[config.mk]
export PLATFORM = sky130hd
export DESIGN_NAME = hazard_stall_ctrl
export DESIGN_NICKNAME = d
export VERILOG_FILES = /design/src/rtl/hazard_stall_ctrl.sv
export SDC_FILE = /design/constraint.sdc
export NUM_CORES = 1
export LEC_CHECK = 0
export CORE_ASPECT_RATIO = 0.6
export CORE_MARGIN = 1
export CORE_UTILIZATION = 40
export CTS_BUF_LIST = sky130_fd_sc_hd__clkbuf_8 sky130_fd_sc_hd__clkbuf_16
export DETAILED_ROUTE_END_ITERATION = 10
export PLACE_DENSITY = 0.72
export SKIP_CTS_REPAIR_TIMING = 1
export SLEW_MARGIN = 20
export SYNTH_ARGS = -nofsm -noshare
export SYNTH_HDL_FRONTEND = slang
export SYNTH_SLANG_ARGS = --single-unit
[constraint.sdc]
create_clock -name clk -period 3.1 [get_ports clk]
set_input_delay 0.62 -clock clk [delete_from_list [all_inputs] [get_ports clk]]
set_output_delay 0.62 -clock clk [all_outputs]
set_load 0.03 [all_outputs]
[src/rtl/hazard_stall_ctrl.sv]
// Hazard sequencer for the 5-stage core: load-use stalls, multiply/divide occupancy,
// and taken-branch flushes. Stall and flush controls are combinational so the PC freezes in the detection cycle.
module hazard_stall_ctrl #(
  parameter int MD_LATENCY        = 32,
  parameter int LOAD_STALL_CYCLES = 1,
  parameter int STALL_CNT_W       = 16
) (
  input  logic                   clk,
  input  logic                   rst_n,
  input  logic [4:0]             id_rs,
  input  logic [4:0]             id_rt,
  input  logic                   id_uses_rs,
  input  logic                   id_uses_rt,
  input  logic                   id_is_md,
  input  logic                   id_reads_hilo,
  input  logic                   ex_is_load,
  input  logic [4:0]             ex_dest,
  input  logic                   branch_taken_ex,
  output logic                   pc_stall,
  output logic                   if_id_stall,
  output logic                   id_ex_bubble,
  output logic                   if_id_flush,
  output logic                   md_start,
  output logic                   md_busy,
  output logic                   md_done,
  output logic [STALL_CNT_W-1:0] stall_cnt
);

  typedef enum logic {
    RUN,
    LD_STALL
  } state_e;

  localparam bit         LD_MULTI    = (LOAD_STALL_CYCLES > 1);
  localparam logic [1:0] LD_RELOAD   = 2'(LOAD_STALL_CYCLES - 1);
  localparam logic [5:0] MD_RELOAD   = 6'(MD_LATENCY);

  state_e                 state_q, state_d;
  logic [1:0]             ld_cnt_q, ld_cnt_d;
  logic [5:0]             md_cnt_q, md_cnt_d;
  logic [STALL_CNT_W-1:0] stall_cnt_q, stall_cnt_d;

  logic ld_haz;
  logic md_haz;
  logic stall_req;
  logic rs_match;
  logic rt_match;

  always_comb begin
    rs_match = id_uses_rs && (id_rs == ex_dest);
    rt_match = id_uses_rt && (id_rt == ex_dest);
    ld_haz   = ex_is_load && (ex_dest != 5'd0) && (rs_match || rt_match);
    md_busy  = (md_cnt_q != 6'd0);
    md_done  = (md_cnt_q == 6'd1);
    md_haz   = (id_is_md || id_reads_hilo) && md_busy;
  end

  // A taken branch overrides every stall: the redirect must be allowed to load the PC.
  always_comb begin
    pc_stall     = 1'b0;
    if_id_stall  = 1'b0;
    id_ex_bubble = 1'b0;
    if_id_flush  = 1'b0;
    md_start     = 1'b0;
    stall_req    = md_haz || (state_q == LD_STALL) || ((state_q == RUN) && ld_haz);
    if (branch_taken_ex) begin
      if_id_flush  = 1'b1;
      id_ex_bubble = 1'b1;
    end else begin
      pc_stall     = stall_req;
      if_id_stall  = stall_req;
      id_ex_bubble = stall_req;
      md_start     = id_is_md && !md_busy && !ld_haz && (state_q == RUN);
    end
  end

  always_comb begin
    state_d  = state_q;
    ld_cnt_d = ld_cnt_q;
    if (branch_taken_ex) begin
      state_d  = RUN;
      ld_cnt_d = 2'd0;
    end else begin
      case (state_q)
        RUN: begin
          if (ld_haz && LD_MULTI) begin
            state_d  = LD_STALL;
            ld_cnt_d = LD_RELOAD;
          end
        end
        LD_STALL: begin
          ld_cnt_d = ld_cnt_q - 2'd1;
          if (ld_cnt_q <= 2'd1) begin
            state_d  = RUN;
            ld_cnt_d = 2'd0;
          end
        end
        default: begin
          state_d  = RUN;
          ld_cnt_d = 2'd0;
        end
      endcase
    end
  end

  // An in-flight MD operation is older than any branch, so flushes never touch md_cnt.
  always_comb begin
    md_cnt_d = md_cnt_q;
    if (md_start) begin
      md_cnt_d = MD_RELOAD;
    end else if (md_busy) begin
      md_cnt_d = md_cnt_q - 6'd1;
    end
  end

  always_comb begin
    stall_cnt_d = stall_cnt_q;
    if (pc_stall && !(&stall_cnt_q)) begin
      stall_cnt_d = stall_cnt_q + 1'b1;
    end
  end

  assign stall_cnt = stall_cnt_q;

  always_ff @(posedge clk) begin
    if (!rst_n) begin
      state_q     <= RUN;
      ld_cnt_q    <= 2'd0;
      md_cnt_q    <= 6'd0;
      stall_cnt_q <= '0;
    end else begin
      state_q     <= state_d;
      ld_cnt_q    <= ld_cnt_d;
      md_cnt_q    <= md_cnt_d;
      stall_cnt_q <= stall_cnt_d;
    end
  end

endmodule

==> qor.csv <==
stage,metric,value,unit
worst_hold_path,Hold Path Class,flip-flop to flip-flop,
power,Lkg Pwr,0.000759,uW
yosys,Mapped Area,1350,sq um
power,P per Cell Area,562,nW/um^2
clock_network,total clock sinks,25,
cells_and_area,fin cells,256,
yosys,area fraction of the dominant cell type after synthesis,37.1,%
floorplan,die area,3610,sq um
job,max-cap viol count,0,
clock_network,Clock transition at path regs,0.09,ns
cells_and_area,n_diodes,0,
clock_network,clk root buf,clkbuf_8,
place,RePlAce Congestion,0.780,
setup_path,R2R depth,7,
drt,Via Count,1358,
yosys,post-synthesis register bit count,25,
status,outcome,"finished, final reports clean",
sta,Fmax,330,MHz
setup_path,CP startpoint kind,primary input,
cells_and_area,share of layout cells above drive strength 1,11.2,%
yosys,most common cell in the netlist,dfxtp_1,
setup_path,worst path arrival time,2.41,ns
drt,Detailed Route WL,3760,microns
sta,Setup Viol. Count Final,0,
clock_network,CTS tree,done,
floorplan,num ports,46,
floorplan,Die X,76.9,microns
worst_hold_path,Worst Hold Path Cells,2,
yosys,"Avg Cell Area, Syn",8.27,sq um
setup_path,Worst Path Required,2.48,ns
global_routing,pin count of the biggest net entering global routing,22,
floorplan,placeable core region,3040,sq um
drt,ANT nets after route,0,
sta,Worst Tran Pin Value,0.526,ns
place,Port-buffer cells,45,
sta,setup TNS,0,ns
sta,Final period util,97.7,%
floorplan,initial core utilization,44.3,%
setup_path,CP Capture Type,output pin,
global_routing,initial antenna violation count,0,
drt,First-pass DRT Iterations,4,
yosys,Synth area leader,dfxtp_1,
yosys,commonest cells in the netlist,"25 x dfxtp_1, 17 x nand2_1, 14 x nor2_1, 13 x a21oi_1, 12 x xor2_1",
yosys,Main synth FF type,dfxtp_1,
yosys,"FFs w/ async S/R, synth",0,%
floorplan,Die Y,47.0,microns
clock_network,maximum buffer depth of the clock tree,2,
yosys,Post-Syn Nets,190,
yosys,register area share after synthesis,37.1,%
sta,min Tclk post-route,3.03,ns
cells_and_area,Layout area overhead,45.3,%
place,placed cells,251,
drt,# DRC,0,
clock_network,clock latency at the later pin of the worst-skew pair,0.27,ns
yosys,Syn Inst Count,163,
global_routing,total global-route track usage,20.5,%
global_routing,first-pass GRT wire length,5620,microns
floorplan,# rows,15,
sta,Fin Clk Skew,0.00629,ns
setup_path,crit-path max FO,3,
yosys,ranking of synthesized cells by area,"dfxtp_1 37%, xor2_1 7.8%, a21oi_1 4.8%, nand2_1 4.7%, nor2_1 3.9%",
drt,WL per Instance,14.7,microns
clock_network,Inserted Clock Buffers,3,
drt,Vias per Instance,5.30,
clock_network,CTS HTree Levels,1,
global_routing,total congestion overflow,0,
sta,"Slew Viols, Final",0,
yosys,Netlist cell types,38,
sta,Hold Fails Final Rpt,0,
global_routing,vias in the first global route,1220,
yosys,synthesis warning total,0,
cells_and_area,NumNets Final,242,
drt,Initial DRC Count,61,
power,peak supply drop,337,uV
setup_path,WS Path Type,primary input to output pin,
sta,Slew headroom,64.8,%
place,post-detail-place hpwl,2860,microns
yosys,Post-synth EDFFs,0,
-- final timing paths --
| kind | startpoint | to | slack, ns |
|---|---|---|---|
| max reg2reg | stall_cnt[10]$_SDFFE_PN0P_ | stall_cnt[6]$_SDFFE_PN0P_ | 0.88 |
| min | ld_cnt_q[1]$_SDFFE_PP0P_ | state_q$_SDFF_PP0_ | 0.50 |
| max | ex_dest[2] | id_ex_bubble | 0.07 |
| min reg2reg | ld_cnt_q[1]$_SDFFE_PP0P_ | state_q$_SDFF_PP0_ | 0.50 |
-- kinds of logic after synthesis --
| logic type | after synthesis | share of synthesized area [%] |
|---|---|---|
| buffers and inverters | 13 | 4.74 |
| multiplexers | 2 | 1.49 |
| XOR/XNOR | 17 | 11.0 |
| AND/OR/NAND/NOR | 71 | 28.0 |
| flip-flops | 25 | 37.1 |
| AO/OA/AOI/OAI | 31 | 13.8 |
| adder cells (fa/ha/maj) | 4 | 3.71 |
-- per-layer routing --
layer | share of wire (%) | track usage [%] | vias up
li1 | - | - | 671
met1 | 47 | 27.1 | 657
met2 | 48 | 36.3 | 28
met3 | 4.5 | 4.85 | 2
met4 | 0.43 | 2.31 | 0
met5 | 0 | 0 | -
-- placed cells by master (no fill, tap or decap), types with 2 or more instances in the layout --
master            n
clkdlybuf4s50_1  39
nand4_1           3
o211ai_1          2
o21ai_0           9
nand2_1          17
a21oi_1          13
dlymetal6s2s_1    3
mux2i_1           2
dfxtp_1          25
and3_1            3
ha_1              4
inv_1             7
or3_1             7
or4_1             4
xor2_1           12
nand2b_1          2
and4_1            2
and2_0            2
clkbuf_8          3
nor2_1           14
buf_6             3
buf_4             8
xnor2_1           5
nand3_1           6
and2_1            2
nor4_2            2
-- area by class of cell --
class                   count  area [sq um]
fillers                   262          1080
multi-input cells         125           808
repair buffers             53           522
flip-flops and latches     25           500
well taps                  42          52.6
clock buffers               3          41.3
inverters                   7          26.3
clock inverters             1          7.51
-- per-stage QoR --
step / worst slack, ns / instance area (sq um) / util [%] / hold slack, ns / total power [uW]
2_1_floorplan: 0.279 / 1350 / - / 0.435 / 704
3_3_place_gp: -0.244 / 1860 / 61.1 / 0.441 / 853
3_5_place_dp: -0.313 / 1860 / 61.1 / 0.455 / 877
4_1_cts: -0.321 / 1910 / 62.7 / 0.469 / 1080
5_1_grt: -0.00936 / 1960 / 64.4 / 0.522 / 1170
6_report: 0.0720 / 1960 / 64.4 / 0.497 / 1100
-- registers in the layout, indices dropped and copies added (netlist names) --
signal / flops
ld_cnt_q: 2
md_cnt_q: 6
stall_cnt: 16
state_q: 1
-- critical path, stage by stage --
cell and delay (ns):
clkdlybuf4s50_1 0.47, or4_1 0.52, o21ai_2 0.17, o211ai_2 0.10, or2_2 0.28, dlymetal6s2s_1 0.24
-- where the power goes --
part	switching [uW]	internal [uW]
clock	107	91.3
combinational	278	233
sequential	34.7	357
total	420	681
Note: power is estimated with default switching activity, not from simulation.
